## config.mk

```make
export PLATFORM = sky130hd
export DESIGN_NAME = id_hazard_scoreboard
export DESIGN_NICKNAME = d
export VERILOG_FILES = /design/src/rtl/id_hazard_scoreboard.sv
export SDC_FILE = /design/constraint.sdc
export NUM_CORES = 1
export LEC_CHECK = 0
export CORE_AREA = 2 2 172 174
export DETAILED_ROUTE_END_ITERATION = 12
export DIE_AREA = 0 0 174 176
export MAX_ROUTING_LAYER = met4
export PLACE_DENSITY = 0.82
export RECOVER_POWER = 100
export REMOVE_ABC_BUFFERS = 1
export SYNTH_ARGS = -nofsm -noshare
export SYNTH_HDL_FRONTEND = slang
export SYNTH_SLANG_ARGS = --single-unit
```

## constraint.sdc

```tcl
create_clock -name clk -period 4.19 [get_ports clk]
set_clock_uncertainty 0.1 [all_clocks]
set_input_delay 1.0475 -clock clk [delete_from_list [all_inputs] [get_ports clk]]
set_output_delay 1.0475 -clock clk [all_outputs]
set_load 0.01 [all_outputs]
```

## src/rtl/id_hazard_scoreboard.sv

```systemverilog
// Decode-stage operand forwarding, long-latency producer scoreboard and ID stall decision.
// Define HAZ_PERF_EN to add stall-cycle performance counters (ports are tied to 0 otherwise).
module id_hazard_scoreboard #(
    parameter int NREG   = 32,
    parameter int AW     = 5,
    parameter int DW     = 32,
    parameter int NFWD   = 3,
    parameter int LL_MAX = 4,
    parameter int CW     = 3
) (
    input  logic               clk,
    input  logic               resetn,
    input  logic               id_valid,
    input  logic               ex_allowin,
    output logic               id_ready_go,
    input  logic [AW-1:0]      rs1_addr,
    input  logic [AW-1:0]      rs2_addr,
    input  logic               rs1_need,
    input  logic               rs2_need,
    input  logic [DW-1:0]      rs1_rfdata,
    input  logic [DW-1:0]      rs2_rfdata,
    output logic [DW-1:0]      rs1_value,
    output logic [DW-1:0]      rs2_value,
    input  logic               id_we,
    input  logic [AW-1:0]      id_dest,
    input  logic               id_is_ll,
    input  logic [NFWD-1:0]    fwd_we,
    input  logic [NFWD*AW-1:0] fwd_addr,
    input  logic [NFWD*DW-1:0] fwd_data,
    input  logic [NFWD-1:0]    fwd_data_ok,
    input  logic               ll_done,
    input  logic [AW-1:0]      ll_addr,
    input  logic [DW-1:0]      ll_data,
    input  logic               sb_flush,
    output logic               sb_underflow,
    output logic               ll_full,
    output logic [31:0]        perf_ld_stall,
    output logic [31:0]        perf_ll_stall,
    output logic [31:0]        perf_full_stall
);

    logic [CW-1:0] pend_q [NREG];
    logic [CW-1:0] pend_d [NREG];
    logic [CW-1:0] outstanding_q, outstanding_d;
    logic          underflow_q, underflow_d;

    logic [AW-1:0] rs_addr [2];
    logic [DW-1:0] rs_rf   [2];
    logic          rs_need [2];
    logic [DW-1:0] rs_val  [2];
    logic [1:0]    ld_hit, raw_hit;
    logic          ld_stall, ll_stall, waw_stall, full_stall, id_fire, ll_inc;

    assign rs_addr[0] = rs1_addr;
    assign rs_addr[1] = rs2_addr;
    assign rs_rf[0]   = rs1_rfdata;
    assign rs_rf[1]   = rs2_rfdata;
    assign rs_need[0] = rs1_need;
    assign rs_need[1] = rs2_need;
    assign rs1_value  = rs_val[0];
    assign rs2_value  = rs_val[1];

    always_comb begin
        for (int s = 0; s < 2; s++) begin
            rs_val[s]  = rs_rf[s];
            ld_hit[s]  = 1'b0;
            raw_hit[s] = 1'b0;
            // Walk oldest to youngest so the youngest matching source wins.
            for (int i = NFWD - 1; i >= 0; i--) begin
                if (fwd_we[i] && fwd_addr[i*AW +: AW] == rs_addr[s]) begin
                    rs_val[s] = fwd_data[i*DW +: DW];
                    ld_hit[s] = rs_need[s] & ~fwd_data_ok[i];
                end
            end
            if (ll_done && ll_addr == rs_addr[s]) begin
                rs_val[s] = ll_data;
                ld_hit[s] = 1'b0;
            end else begin
                raw_hit[s] = rs_need[s] & (pend_q[rs_addr[s]] != '0);
            end
            if (rs_addr[s] == '0) begin
                rs_val[s]  = '0;
                ld_hit[s]  = 1'b0;
                raw_hit[s] = 1'b0;
            end
        end
    end

    assign ld_stall   = |ld_hit;
    assign ll_stall   = |raw_hit;
    // A single outstanding write that retires this cycle no longer blocks a new writer.
    assign waw_stall  = id_we && (id_dest != '0) && (pend_q[id_dest] != '0) &&
                        !(ll_done && ll_addr == id_dest && pend_q[id_dest] == CW'(1));
    assign full_stall = id_is_ll && (outstanding_q == CW'(LL_MAX)) && !ll_done;

    assign id_ready_go  = !id_valid || !(ld_stall || ll_stall || waw_stall || full_stall);
    assign id_fire      = id_valid & id_ready_go & ex_allowin;
    assign ll_inc       = id_fire & id_is_ll & (id_dest != '0);
    assign ll_full      = (outstanding_q == CW'(LL_MAX));
    assign sb_underflow = underflow_q;

    always_comb begin
        pend_d        = pend_q;
        outstanding_d = outstanding_q;
        underflow_d   = underflow_q;
        if (sb_flush) begin
            for (int r = 0; r < NREG; r++) pend_d[r] = '0;
            outstanding_d = '0;
        end else begin
            for (int r = 1; r < NREG; r++) begin
                if (ll_inc && id_dest == AW'(r) && !(ll_done && ll_addr == AW'(r))) begin
                    pend_d[r] = pend_q[r] + 1'b1;
                end else if (ll_done && ll_addr == AW'(r) && !(ll_inc && id_dest == AW'(r))) begin
                    if (pend_q[r] == '0) underflow_d = 1'b1;
                    else                 pend_d[r]   = pend_q[r] - 1'b1;
                end
            end
            if (ll_inc && !ll_done) begin
                outstanding_d = outstanding_q + 1'b1;
            end else if (ll_done && !ll_inc) begin
                if (outstanding_q == '0) underflow_d   = 1'b1;
                else                     outstanding_d = outstanding_q - 1'b1;
            end
        end
    end

    always_ff @(posedge clk or negedge resetn) begin
        if (!resetn) begin
            for (int r = 0; r < NREG; r++) pend_q[r] <= '0;
            outstanding_q <= '0;
            underflow_q   <= 1'b0;
        end else begin
            pend_q        <= pend_d;
            outstanding_q <= outstanding_d;
            underflow_q   <= underflow_d;
        end
    end

`ifdef HAZ_PERF_EN
    logic [31:0] perf_ld_q, perf_ll_q, perf_full_q;

    always_ff @(posedge clk or negedge resetn) begin
        if (!resetn) begin
            perf_ld_q   <= '0;
            perf_ll_q   <= '0;
            perf_full_q <= '0;
        end else begin
            if (id_valid && ld_stall)   perf_ld_q   <= perf_ld_q + 32'd1;
            if (id_valid && ll_stall)   perf_ll_q   <= perf_ll_q + 32'd1;
            if (id_valid && full_stall) perf_full_q <= perf_full_q + 32'd1;
        end
    end

    assign perf_ld_stall   = perf_ld_q;
    assign perf_ll_stall   = perf_ll_q;
    assign perf_full_stall = perf_full_q;
`else
    assign perf_ld_stall   = '0;
    assign perf_ll_stall   = '0;
    assign perf_full_stall = '0;
`endif

endmodule

```

==> impl_metrics.toml, run 1 <==
[global_route]
overflow = 0
grt_use_total = 0.445
grt_first_pass_wirelength_mm = 100
grt_pass1_vias = 15800
grt_max_degree = 98
antenna_found_initial = 2

[detailed_routing]
remaining_drc_errors = 0
drt_iter0_drc = 2178
wire_per_inst_um = 26.8
antenna_left = 0
drt-pass1-iter-count = 5
via_per_inst = 6.23
drt-total-wl_mm = 71.4
num_vias = 16600

[timing]
finalSetupViolations = 86
min_period_over_period = 1.05
slew_violations = 98
tightest_slew_ps = 2540
fmax_mhz = 226
setup_ws_ps = -229
hold_violations = 0
rsz0062_at_grt = "true"
relSlewSlack = -0.693
fin_crit_ps = 4420

[cts]
cts_tree = "built"
cts_buffers = 9
root_buffer = "clkbuf_16"
cts_sinks = 97
cts-htree-levels = 3
hold_buffers = 0
ctsLongestPathBuffers = 2
insertion_delay_ps = 370
cts.clk_slew.worst_paths_ps = 80

[logic_synthesis]
yosysTopAreaCell = "dfrtp_1"
synth_top_area_share = 0.195
postSynth.asyncResetShare = 1.00
synth_edf_count = 0
ys_ff_latch = 97
yosys_most_used_dff = "dfrtp_1"
synth_area_per_cell_um2 = 7.61
synthTopCellsByArea = "dfrtp_1 (19%), a211oi_1 (10%), nor2_1 (8.8%)"
yosysUniqueCellTypes = 86
ys_warn_count = 0
syn-instance-count = 1635
synth-seq-area-share = 0.195
syn_area_um2 = 12400

[run_status]
violations = "capacitance limit, slew limit, setup timing"
outcome = "complete, but fails checks"

[power]
ir_drop_uv = 259
seq_power_share = 0.270
finalPower_mw = 3.57
power_switching_mw = 1.31
p_sw_frac = 0.366
p_int_mw = 2.27
power_density_nw_per_um2 = 162
power.share.clock = 0.249
power_leakage_nw = 9.07
pwr-share-comb = 0.480

[critical_path]
required_ps = 3040
crit_arrival_ps = 3270
cp_max_fo = 5
worst_setup_path_end_kind = "output pin"
start_kind = "input port"
crit_type = "in -> out"

[floorplan]
io_pins = 406
fp.dieH_um = 176
fp-row-count = 62
initial_core_util = 0.436
fp.dieW_um = 174
dieArea_um2 = 30600
coreArea_um2 = 28500

[placement]
gp_congestion = 1.10
postPlaceCellArea_um2 = 17700
io_buffers = 309
numPlacedInstances = 2507
hpwl_mm = 50.9
place_ws_ps = -1280

[layout]
nFillCells = 1936
final_cell_count_no_fill = 2669
nets = 2554
final_cell_area_um2 = 22100
drive_above_1_share = 0.428
area_growth_syn_to_layout_pct = 77.2

[job]
maxCapViolations = 1

[worst_hold_path]
hold_class = "reg -> reg"
[power groups by stage]
stage	combinational (mW)	sequential, mW	clock, mW
finish	1.72	0.967	0.892
global route	1.77	0.970	0.935
CTS	1.50	0.964	0.896
detailed placement	1.33	0.982	0
global placement	1.33	0.981	0
floorplan	0.479	0.978	0
[state kept, by name (all words and copies together), names as in the netlist]
signal	cells
outstanding_q	3
pend_q	93
sb_underflow	1
[cells by family (layout without fill, tap and decap cells)]
kind of cell | after synthesis | in the layout | share of synthesized area
mux | 107 | 107 | 0.0993
other cells | 1 | 97 | 0.000301
xor+xnor | 106 | 106 | 0.0746
fa+ha+maj | 32 | 32 | 0.0515
simple gates | 631 | 631 | 0.249
buf+inv | 296 | 850 | 0.123
compound gates | 365 | 365 | 0.207
flops | 97 | 97 | 0.195
[placed cells by master, fill, tap and decap left out, types with 52 or more instances in the layout]
| cell type | netlist | layout |
|---|---|---|
| dfrtp_1 | 97 | 97 |
| nor3_1 | 67 | 52 |
| a211oi_2 | 0 | 94 |
| conb_1 | 1 | 96 |
| nor2_1 | 291 | 250 |
| buf_4 | 101 | 317 |
| nand2_1 | 61 | 56 |
| clkdlybuf4s50_1 | 0 | 202 |
| buf_6 | 2 | 70 |
| mux2i_1 | 86 | 55 |
| inv_1 | 80 | 78 |
| buf_2 | 22 | 65 |
[routing by layer]
metal	up-vias	global-route usage	share of wire
li1	6939	-	-
met1	8116	0.553	0.37
met2	1257	0.707	0.46
met3	318	0.0891	0.10
met4	0	0.193	0.062
met5	-	-	0
[cell type report]
cell class,instances,area [µm²],share of cell area
antenna,1,2.50,0.000113
clock buffer,9,225,0.0102
clock inverter,7,83.8,0.00380
inverter,80,300,0.0136
multi-input combinational,1337,11300,0.511
sequential,97,2430,0.110
tap,384,480,0.0218
timing repair buffer,754,7260,0.329
[Yosys cell counts (all sizes together) (31+ instances only)]
cell	n
nor2	291
a211oi	174
buf	140
dfrtp	97
mux2i	86
inv	80
a21oi	79
clkbuf	76
nor3	68
xnor2	68
nand2	61
xor2	38
nor4	37
fa	32
nand3	31
[final timing paths]
| check | startpoint | endpoint | slack, ps | cells after the start |
|---|---|---|---|---|
| max | rs2_addr[0] | rs2_value[21] | -230 | 13 |
| min | pend_q[44] | pend_q[44] | 470 | 2 |
| max reg2reg | pend_q[37] | pend_q[28] | -140 | 14 |
| min reg2reg | pend_q[44] | pend_q[44] | 470 | 2 |
| max in group asynchronous | resetn | pend_q[28] | 1020 | 2 |
| min in group asynchronous | resetn | pend_q[18] | 1430 | 2 |
[per-stage QoR]
stage	hold slack (ps)	util	setup TNS [ps]
finish	471	0.773	-7520
global route	511	0.773	-16550
CTS	473	0.718	-3340
detailed placement	463	0.618	-144090
global placement	450	0.618	-140380
floorplan	423	-	-164650
[repair_timing]
action,CTS,global route
cloned,20,2
resized for setup,734,309
endpoints found under the setup margin,162,150
hold endpoints to repair,0,0
pin swaps,164,128
setup buffers,99,51
[critical path, cell delays in order]
cell      delay, ps
buf_8           120
buf_6           120
xnor2_2         150
nand3_2         120
nor3_2          260
and2_4          270
buf_6           120
buf_6           120
mux2i_2         100
a211oi_4        260
a21oi_2          50
a211oi_2        320
buf_2           200
(Power assumes the default switching activity.)
==> run 2, diff against run 1 <==
Settings changed: CORE_AREA 2 2 172 174 to 2 2 170 172, DIE_AREA 0 0 174 176 to 0 0 172 174, PLACE_DENSITY 0.82 to 0.81.
Clock period 4.19 ns to 5.65 ns, I/O delays scaled along.
==> impl_metrics.toml, run 2 (synthesized netlist as in run 1, its figures left out) <==
[layout]
area_growth_syn_to_layout_pct = 41.9
drive_above_1_share = 0.144
nets = 2350
multiInputGateArea_um2 = 8970
final_cell_mix = "nor2_1 (291), clkdlybuf4s50_1 (231), buf_4 (172)"
final_cell_count_no_fill = 2470
ff_latch_area_um2 = 2430
post-route-util = 0.626
top_register = "pend_q"
layout_commonest_cell = "nor2_1"
nFillCells = 2541
largest_register_ff_count = 93

[critical_path]
start_kind = "input port"
crit_type = "in -> out"
crit_arrival_ps = 4080
cp_slowest_cell = "clkdlybuf4s50_1"
crit_top_cell = "a211oi_1"
path_cells = "dlygate4sd2_1, buf_12, xor2_1, nor4_2, nand3_2, buf_8, a211oi_1, a21oi_1, a211oi_1, buf_4, clkdlybuf4s50_1"
cp_top_family = "buffers and inverters"
worst_setup_path_end_kind = "output pin"
cpPeakStageDelay_ps = 520
cp_max_fo = 11
cp.buffers_inverters = 5
required_ps = 4140

[cts]
cts_buffers = 9
cts-htree-levels = 3
ctsLongestPathBuffers = 2
root_buffer = "clkbuf_16"
hold_buffers = 0
insertion_delay_ps = 370
cts.clk_slew.worst_paths_ps = 80
cts_tree = "built"
cts_sinks = 97

[placement]
hpwl_mm = 45.7
place_ws_ps = -337
gp_congestion = 1.08
numPlacedInstances = 2424
io_buffers = 309

[floorplan]
fp.dieH_um = 174
fp.dieW_um = 172
fp-row-count = 62
dieArea_um2 = 29900
coreArea_um2 = 28200
initial_core_util = 0.441
io_pins = 406

[power]
power_density_nw_per_um2 = 133
power_leakage_nw = 7.34
ir_drop_uv = 137
finalPower_mw = 2.35

[timing]
relSlewSlack = -1.22
fmax_mhz = 179
setup_ws_ps = 55.0
min_period_over_period = 0.990
finalSetupViolations = 0
tightest_slew_ps = 3330
hold_violations = 0
rsz0062_at_grt = "true"
slew_violations = 61
whs_ps = 472
fin_crit_ps = 5590

[detailed_routing]
via_per_inst = 5.99
num_vias = 14800
drt_iter0_drc = 1682
wire_per_inst_um = 23.2
remaining_drc_errors = 0
drt-total-wl_mm = 57.4
drt-pass1-iter-count = 5
antenna_left = 0

[global_route]
grt_use_total = 0.378
grt_first_pass_wirelength_mm = 83.8
grt_pass1_vias = 13900
grt_max_degree = 65
antenna_found_initial = 7
overflow = 0

[worst_hold_path]
hold_class = "reg -> reg"

[run_status]
outcome = "complete, but fails checks"
violations = "capacitance limit, slew limit"

[job]
maxCapViolations = 1
## run 2: changes by cell type in the layout (fill, tap and decap cells not counted), sizes merged, moves of 3 or more
cell,delta
clkbuf,+28
dlymetal6s2s,+18
dlygate4sd2,+37
clkdlybuf4s50,+29
buf,-311
diode,+5
clkdlybuf4s15,-3
## run 2: final cells by class
type                       instances  share of cell area
antenna                            6            0.000850
multi-input combinational       1337               0.508
clock inverter                     7             0.00538
inverter                          80              0.0170
tap                              384              0.0272
clock buffer                       9              0.0127
timing repair buffer             550               0.292
sequential                        97               0.137
## run 2: stage by stage
stage,setup TNS (ps),area (µm²)
6_report,0,17700
3_5_place_dp,-12790,17000
4_1_cts,0,17500
5_1_grt,-67.0,17700
2_1_floorplan,-18170,11600
3_3_place_gp,-12260,17000
## run 2: what timing repair did
item | in CTS | in global routing
setup endpoints to repair | 65 | 30
resized for setup | 70 | 47
pin swaps | 9 | 7
cloned | 1 | 3
buffers inserted | 8 | 12
## run 2: tightest hold or removal path, stage by stage, from the launching register on
cell and delay (ps):
dfrtp_1 420, inv_1 70, a32oi_1 50
## run 2: path summary, 6_finish.rpt
| check | from | end | slack, ps | cells after the start |
|---|---|---|---|---|
| max | rs2_addr[1] | rs2_value[15] | 60 | 11 |
| max in group asynchronous | resetn | pend_q[87] | 1050 | 2 |
| min reg2reg | sb_underflow | sb_underflow | 470 | 2 |
| min | sb_underflow | sb_underflow | 470 | 2 |
| max reg2reg | pend_q[0] | pend_q[16] | 1030 | 14 |
| min in group asynchronous | resetn | pend_q[0] | 2060 | 1 |
## run 2: routing by layer
layer	GRT usage	up-vias	routed length, µm
li1	-	6563	-
met1	0.498	7113	23300
met2	0.569	931	25600
met3	0.0763	183	5810
met4	0.151	0	2700
met5	-	-	0
## run 2: power breakdown
group | internal (mW) | total (mW) | switching, mW
logic | 0.462 | 0.960 | 0.498
registers | 0.704 | 0.715 | 0.0108
clock network | 0.358 | 0.679 | 0.321
total | 1.52 | 2.35 | 0.830
